## config.mk

```make
export PLATFORM = sky130hd
export DESIGN_NAME = uart_rx_param
export DESIGN_NICKNAME = d
export VERILOG_FILES = /design/src/rtl/uart_rx_param.sv
export SDC_FILE = /design/constraint.sdc
export NUM_CORES = 1
export LEC_CHECK = 0
export ABC_AREA = 0
export CORE_ASPECT_RATIO = 1.5
export CORE_MARGIN = 3
export CORE_UTILIZATION = 50
export DETAILED_ROUTE_END_ITERATION = 8
export GPL_TIMING_DRIVEN = 0
export PLACE_DENSITY = 0.81
export SLEW_MARGIN = 10
export SYNTH_ARGS = -nofsm -noshare
export SYNTH_HDL_FRONTEND = slang
export SYNTH_SLANG_ARGS = --single-unit
```

## constraint.sdc

```tcl
create_clock -name clk -period 2.35 [get_ports clk]
set_clock_uncertainty 0.05 [all_clocks]
set_input_delay 0.705 -clock clk [delete_from_list [all_inputs] [get_ports clk]]
set_output_delay 0.705 -clock clk [all_outputs]
set_load 0.01 [all_outputs]
```

## src/rtl/uart_rx_param.sv

```systemverilog
// ---------------------------------------------------------------------------
// uart_rx_param
//
// Parametrised RS-232 receiver. It supports 5..8 data bits, none/odd/even
// parity, and 1 or 2 stop bits. Each received word is placed in a
// valid/ready holding register together with its parity and framing status.
// A sticky overrun flag records any complete frame that was dropped because
// the holding register was still full.
//
// Parameters
//   CLK_FREQ  : system clock frequency in Hz
//   BAUD      : line rate in bit/s (CLKS_PER_BIT = CLK_FREQ/BAUD)
//   DATA_BITS : data bits per frame, 5..8
//   PARITY    : 0 = none, 1 = odd, 2 = even
//   STOP_BITS : 1 or 2
//
// Ports
//   clk        : system clock, rising edge
//   rst        : asynchronous active-low reset
//   RXD        : serial line, idle high, asynchronous to clk
//   rx_data    : received word, LSB = first data bit on the line
//   rx_valid   : rx_data and the error flags are valid
//   rx_ready   : consumer takes the word when rx_valid && rx_ready
//   parity_err : parity mismatch for the held word
//   frame_err  : a stop bit was sampled low for the held word
//   overrun    : sticky, a complete frame was dropped (holding register full)
//   busy       : receiver is in any state other than IDLE
// ---------------------------------------------------------------------------
module uart_rx_param #(
   parameter int CLK_FREQ  = 100000000,
   parameter int BAUD      = 9600,
   parameter int DATA_BITS = 8,
   parameter int PARITY    = 0,
   parameter int STOP_BITS = 1
) (
   input  logic                 clk,
   input  logic                 rst,
   input  logic                 RXD,
   output logic [DATA_BITS-1:0] rx_data,
   output logic                 rx_valid,
   input  logic                 rx_ready,
   output logic                 parity_err,
   output logic                 frame_err,
   output logic                 overrun,
   output logic                 busy
);

   localparam int CLKS_PER_BIT = CLK_FREQ / BAUD;
   localparam int CNT_W        = (CLKS_PER_BIT > 1) ? $clog2(CLKS_PER_BIT) : 1;

   localparam logic [CNT_W-1:0] HALF_LAST = CNT_W'(CLKS_PER_BIT / 2 - 1);
   localparam logic [CNT_W-1:0] BIT_LAST  = CNT_W'(CLKS_PER_BIT - 1);
   localparam logic [2:0]       DATA_LAST = 3'(DATA_BITS - 1);
   localparam logic [2:0]       STOP_LAST = 3'(STOP_BITS - 1);

   typedef enum logic [2:0] {
      IDLE,
      START,
      DATA,
      PAR,
      STOP,
      BREAK
   } state_t;

   state_t                 state_q, state_d;
   logic [CNT_W-1:0]       cnt_q, cnt_d;
   logic [2:0]             bitCnt_q, bitCnt_d;
   logic [DATA_BITS-1:0]   shift_q, shift_d;
   logic                   parPend_q, parPend_d;
   logic                   framePend_q, framePend_d;
   logic [DATA_BITS-1:0]   rxData_q, rxData_d;
   logic                   rxValid_q, rxValid_d;
   logic                   parErr_q, parErr_d;
   logic                   frameErr_q, frameErr_d;
   logic                   overrun_q, overrun_d;
   logic                   sync1_q, rxs_q;
   logic                   handshake;
   logic                   complete;

   // Two-flop synchroniser for RXD. Both flops reset to 1 so that reset is
   // not mistaken for a start bit.
   always_ff @(posedge clk or negedge rst) begin
      if (!rst) begin
         sync1_q <= 1'b1;
         rxs_q   <= 1'b1;
      end else begin
         sync1_q <= RXD;
         rxs_q   <= sync1_q;
      end
   end

   // State and datapath register. Every piece of state advances from the
   // next-state values computed in the combinational block below.
   always_ff @(posedge clk or negedge rst) begin
      if (!rst) begin
         state_q     <= IDLE;
         cnt_q       <= '0;
         bitCnt_q    <= '0;
         shift_q     <= '0;
         parPend_q   <= 1'b0;
         framePend_q <= 1'b0;
         rxData_q    <= '0;
         rxValid_q   <= 1'b0;
         parErr_q    <= 1'b0;
         frameErr_q  <= 1'b0;
         overrun_q   <= 1'b0;
      end else begin
         state_q     <= state_d;
         cnt_q       <= cnt_d;
         bitCnt_q    <= bitCnt_d;
         shift_q     <= shift_d;
         parPend_q   <= parPend_d;
         framePend_q <= framePend_d;
         rxData_q    <= rxData_d;
         rxValid_q   <= rxValid_d;
         parErr_q    <= parErr_d;
         frameErr_q  <= frameErr_d;
         overrun_q   <= overrun_d;
      end
   end

   assign handshake = rxValid_q && rx_ready;

   // Receive FSM and holding-register update.
   // The bit-period counter restarts at every sample point, so timing error
   // never accumulates beyond integer truncation.
   // On the final stop sample the frame is either loaded into the holding
   // register (when it is empty or being emptied in the same cycle) or
   // dropped with the overrun flag set.
   always_comb begin
      state_d     = state_q;
      cnt_d       = cnt_q;
      bitCnt_d    = bitCnt_q;
      shift_d     = shift_q;
      parPend_d   = parPend_q;
      framePend_d = framePend_q;
      rxData_d    = rxData_q;
      rxValid_d   = rxValid_q;
      parErr_d    = parErr_q;
      frameErr_d  = frameErr_q;
      overrun_d   = overrun_q;
      complete    = 1'b0;

      case (state_q)
         IDLE: begin
            cnt_d    = '0;
            bitCnt_d = '0;
            if (!rxs_q) begin
               state_d = START;
            end
         end
         START: begin
            if (cnt_q == HALF_LAST) begin
               cnt_d = '0;
               if (rxs_q) begin
                  state_d = IDLE;
               end else begin
                  state_d     = DATA;
                  bitCnt_d    = '0;
                  parPend_d   = 1'b0;
                  framePend_d = 1'b0;
               end
            end else begin
               cnt_d = cnt_q + 1'b1;
            end
         end
         DATA: begin
            if (cnt_q == BIT_LAST) begin
               cnt_d   = '0;
               shift_d = {rxs_q, shift_q[DATA_BITS-1:1]};
               if (bitCnt_q == DATA_LAST) begin
                  bitCnt_d = '0;
                  state_d  = (PARITY != 0) ? PAR : STOP;
               end else begin
                  bitCnt_d = bitCnt_q + 1'b1;
               end
            end else begin
               cnt_d = cnt_q + 1'b1;
            end
         end
         PAR: begin
            if (cnt_q == BIT_LAST) begin
               cnt_d   = '0;
               state_d = STOP;
               if (PARITY == 1) begin
                  parPend_d = ~(^{shift_q, rxs_q});
               end else begin
                  parPend_d = ^{shift_q, rxs_q};
               end
            end else begin
               cnt_d = cnt_q + 1'b1;
            end
         end
         STOP: begin
            if (cnt_q == BIT_LAST) begin
               cnt_d = '0;
               if (!rxs_q) begin
                  framePend_d = 1'b1;
               end
               if (bitCnt_q == STOP_LAST) begin
                  complete = 1'b1;
                  bitCnt_d = '0;
                  state_d  = rxs_q ? IDLE : BREAK;
               end else begin
                  bitCnt_d = bitCnt_q + 1'b1;
               end
            end else begin
               cnt_d = cnt_q + 1'b1;
            end
         end
         BREAK: begin
            cnt_d = '0;
            if (rxs_q) begin
               state_d = IDLE;
            end
         end
         default: begin
            state_d = IDLE;
         end
      endcase

      if (complete) begin
         if (!rxValid_q || handshake) begin
            rxData_d   = shift_q;
            parErr_d   = (PARITY != 0) && parPend_q;
            frameErr_d = framePend_q | ~rxs_q;
            rxValid_d  = 1'b1;
            if (handshake) begin
               overrun_d = 1'b0;
            end
         end else begin
            overrun_d = 1'b1;
         end
      end else if (handshake) begin
         rxValid_d  = 1'b0;
         parErr_d   = 1'b0;
         frameErr_d = 1'b0;
         overrun_d  = 1'b0;
      end
   end

   assign rx_data    = rxData_q;
   assign rx_valid   = rxValid_q;
   assign parity_err = parErr_q;
   assign frame_err  = frameErr_q;
   assign overrun    = overrun_q;
   assign busy       = (state_q != IDLE);

endmodule

```

==> flow_summary.yaml, run 1 <==
drt:
  num_vias: 1433
  drtAntennaViolNets: 0
  drcViolationCount: 0
  dr.first_iter.drc_count: 36
  first_pass_iters: 4
  vias_per_cell: 5.55
  avgRoutedWirePerCell_um: 14.1
  wl_um: 3650
synthesis:
  yosysMostFrequentCell: "dfrtp_1"
  netlist_area_sq_um: 2120
  ys_types: 42
  synth_largest_area_cell: "dfrtp_1"
  synthesis.nets: 200
  synth_cells: 192
  ys_warn_count: 0
  syn_avg_cell_area_sq_um: 11.0
  async_flop_share_pct: 100
  yosysSeqAreaShare_pct: 49.8
  synth.top_cell.area_share_pct: 47.3
  synth.area.top_cells: "dfrtp_1, mux2_2, mux2_4, nor2_1, xnor2_1"
  yosys_most_used_dff: "dfrtp_1"
  synth_common_cells: "dfrtp_1, nor2_1, nand2_1"
  synth_edf_count: 0
  ys_ff_latch: 42
cts:
  post_cts_buffers: 0
  clockBufferDepth: 2
  clock_latency_ps: 290
  cts_tree: "done"
  clkTransAtPathRegs_ps: 80
  cts.sink_count: 42
  root_buffer: "clkbuf_8"
  ctsHoldBuffers: 0
  cts_made_buffers: 5
  htreeDepth: 2
min_path:
  hp-class: "reg -> reg"
placement:
  io_buffers: 15
  dpl.hpwl_um: 2760
  place_area_sq_um: 2340
  gp_congestion: 0.893
grt:
  grt_first_pass_wirelength_um: 6480
  grt_util_all_layers_pct: 16.5
  first_global_vias: 1493
  grt.overflow.total: 0
  antenna_found_initial: 0
  grt_max_degree: 23
layout:
  drive_above_1_share_pct: 19.2
  multi_input_area_sq_um: 997
  layout.nets: 220
  antenna_cells: 0
  stdcell_area_sq_um: 2440
  area.growth.synth_to_final_pct: 15.4
  fillers: 341
  seq_area_sq_um: 1060
floorplan:
  start_util_pct: 53.0
  die_x_um: 59.1
  core_sq_um: 3990
  ios: 17
  num_rows: 28
  dieArea_sq_um: 5060
  die_h_um: 85.7
worst_setup_path:
  crit_path_max_fanout: 10
  cp.required_ps: 1590
  endpoint_kind: "output port"
  crit_type: "reg -> out"
  cp_slowest_cell: "dfrtp_2"
  path_cells: "buf_8 > or3_1 > clkdlybuf4s15_1"
  cp_top_family: "flip-flops"
  critPathBufInv: 2
  cp-start-kind: "flip-flop"
  arrival_ps: 1510
  max_stage_delay_ps: 470
power:
  vdd_drop_max_mv: 0.468
  p_leak_nw: 1.14
  p_total_mw: 1.24
  p_per_area_nw_per_um2: 507
timing:
  setup_viol: 0
  max_freq_mhz: 442
  slew_headroom_pct: 58.7
  period_needed_ps: 2260
  hold_slack_ps: 306
  finalCritPeriodShare_pct: 96.2
  tightest_slew_ps: 613
  rsz0062_at_grt: "no"
  slew_viol_final: 0
  final_hold_viol_count: 0
outcome:
  status: "finished, final reports clean"
flow_run:
  cap_viol_max_count: 0
==> worst paths after layout <==
| path | start | endpoint | slack, ps | cells after the start |
|---|---|---|---|---|
| max | state_q[1] | busy | 90 | 3 |
| min | sync1_q | rxs_q | 310 | 0 |
| max reg2reg | cnt_q[0] | cnt_q[12] | 250 | 8 |
| min reg2reg | sync1_q | rxs_q | 310 | 0 |
| max in group asynchronous | rst | cnt_q[10] | 1440 | 2 |
| min in group asynchronous | rst | shift_q[4] | 330 | 1 |
==> state kept, by name (all words and copies together) (netlist names) <==
register	flops
overrun	1
rxs_q	1
rx_valid	1
frame_err	1
rx_data	8
sync1_q	1
shift_q	8
bitCnt_q	3
state_q	3
framePend_q	1
cnt_q	14
==> cell usage in the layout (no fill, tap or decap), types with 2 or more instances in the layout <==
master / count
ha_1: 4
dfrtp_1: 38
and4_1: 2
nand3_1: 4
mux2_4: 8
mux2_2: 11
o21ai_0: 4
nor2b_1: 2
nor3b_1: 2
dfstp_2: 2
and3_1: 6
a21oi_1: 7
inv_1: 5
clkdlybuf4s50_1: 13
xnor2_1: 8
dfrtp_2: 2
nand2_1: 16
nor4_1: 2
clkbuf_1: 2
or3_1: 2
nor2_1: 22
nand2b_1: 5
nand4b_1: 2
nor3_1: 2
buf_2: 2
xor2_1: 5
mux2i_1: 3
clkbuf_8: 6
nand4_1: 5
==> report_power, final <==
group          leakage, nW  total, mW  switching (mW)  internal (mW)
Clock               0.0472      0.477           0.241          0.236
Sequential           0.560      0.727         0.00103          0.726
Combinational        0.532     0.0346          0.0210         0.0135
Total                 1.14       1.24           0.263          0.976
==> logic make-up (layout without fill, tap and decap cells) <==
| group | Yosys count | count (layout) | share of synthesized area, % |
|---|---|---|---|
| buf+inv | 14 | 35 | 3.07 |
| xor+xnor | 13 | 13 | 5.38 |
| simple gates | 77 | 77 | 20.5 |
| flops | 42 | 42 | 49.8 |
| fa+ha+maj | 4 | 4 | 2.37 |
| other cells | 1 | 1 | 0.177 |
| compound gates | 19 | 19 | 5.74 |
| mux | 22 | 22 | 13.0 |
==> timing repair <==
item,CTS,global route
gates resized for setup,5,3
hold endpoints to repair,0,0
endpoints found under the setup margin,1,9
==> through the flow <==
step,utilization [%],setup TNS (ps),instances,setup slack [ps]
final,61.2,0,258,89.0
after global routing,61.2,0,258,27.9
after CTS,61.2,0,259,9.07
after detailed placement,58.7,-195,253,-49.6
after global placement,58.1,-20430,252,-506
after floorplan,-,0,192,454
==> per-layer routing <==
layer | part of all wire, % | vias up | GRT usage [%]
li1 | - | 704 | -
met2 | 52 | 20 | 28.5
met5 | 0 | - | 0
met3 | 2.7 | 7 | 4.37
met4 | 2.1 | 0 | 7.22
met1 | 43 | 702 | 18.7
==> final cells by class <==
| type | instances | share of cell area (%) |
|---|---|---|
| Tap cell | 45 | 2.31 |
| Timing Repair Buffer | 16 | 7.07 |
| Sequential cell | 42 | 43.2 |
| Clock inverter | 2 | 0.512 |
| Clock buffer | 6 | 3.38 |
| Multi-Input combinational cell | 136 | 40.8 |
| Inverter | 5 | 0.768 |
| Buffer | 6 | 1.90 |
No activity file was read; power rests on OpenSTA's default activity.
==> run 2: changes to the inputs <==
CTS_CLUSTER_SIZE = 10   (was unset)
==> results of run 2 <==
No change in the layout: final DEF, timing and power equal those of run 1.
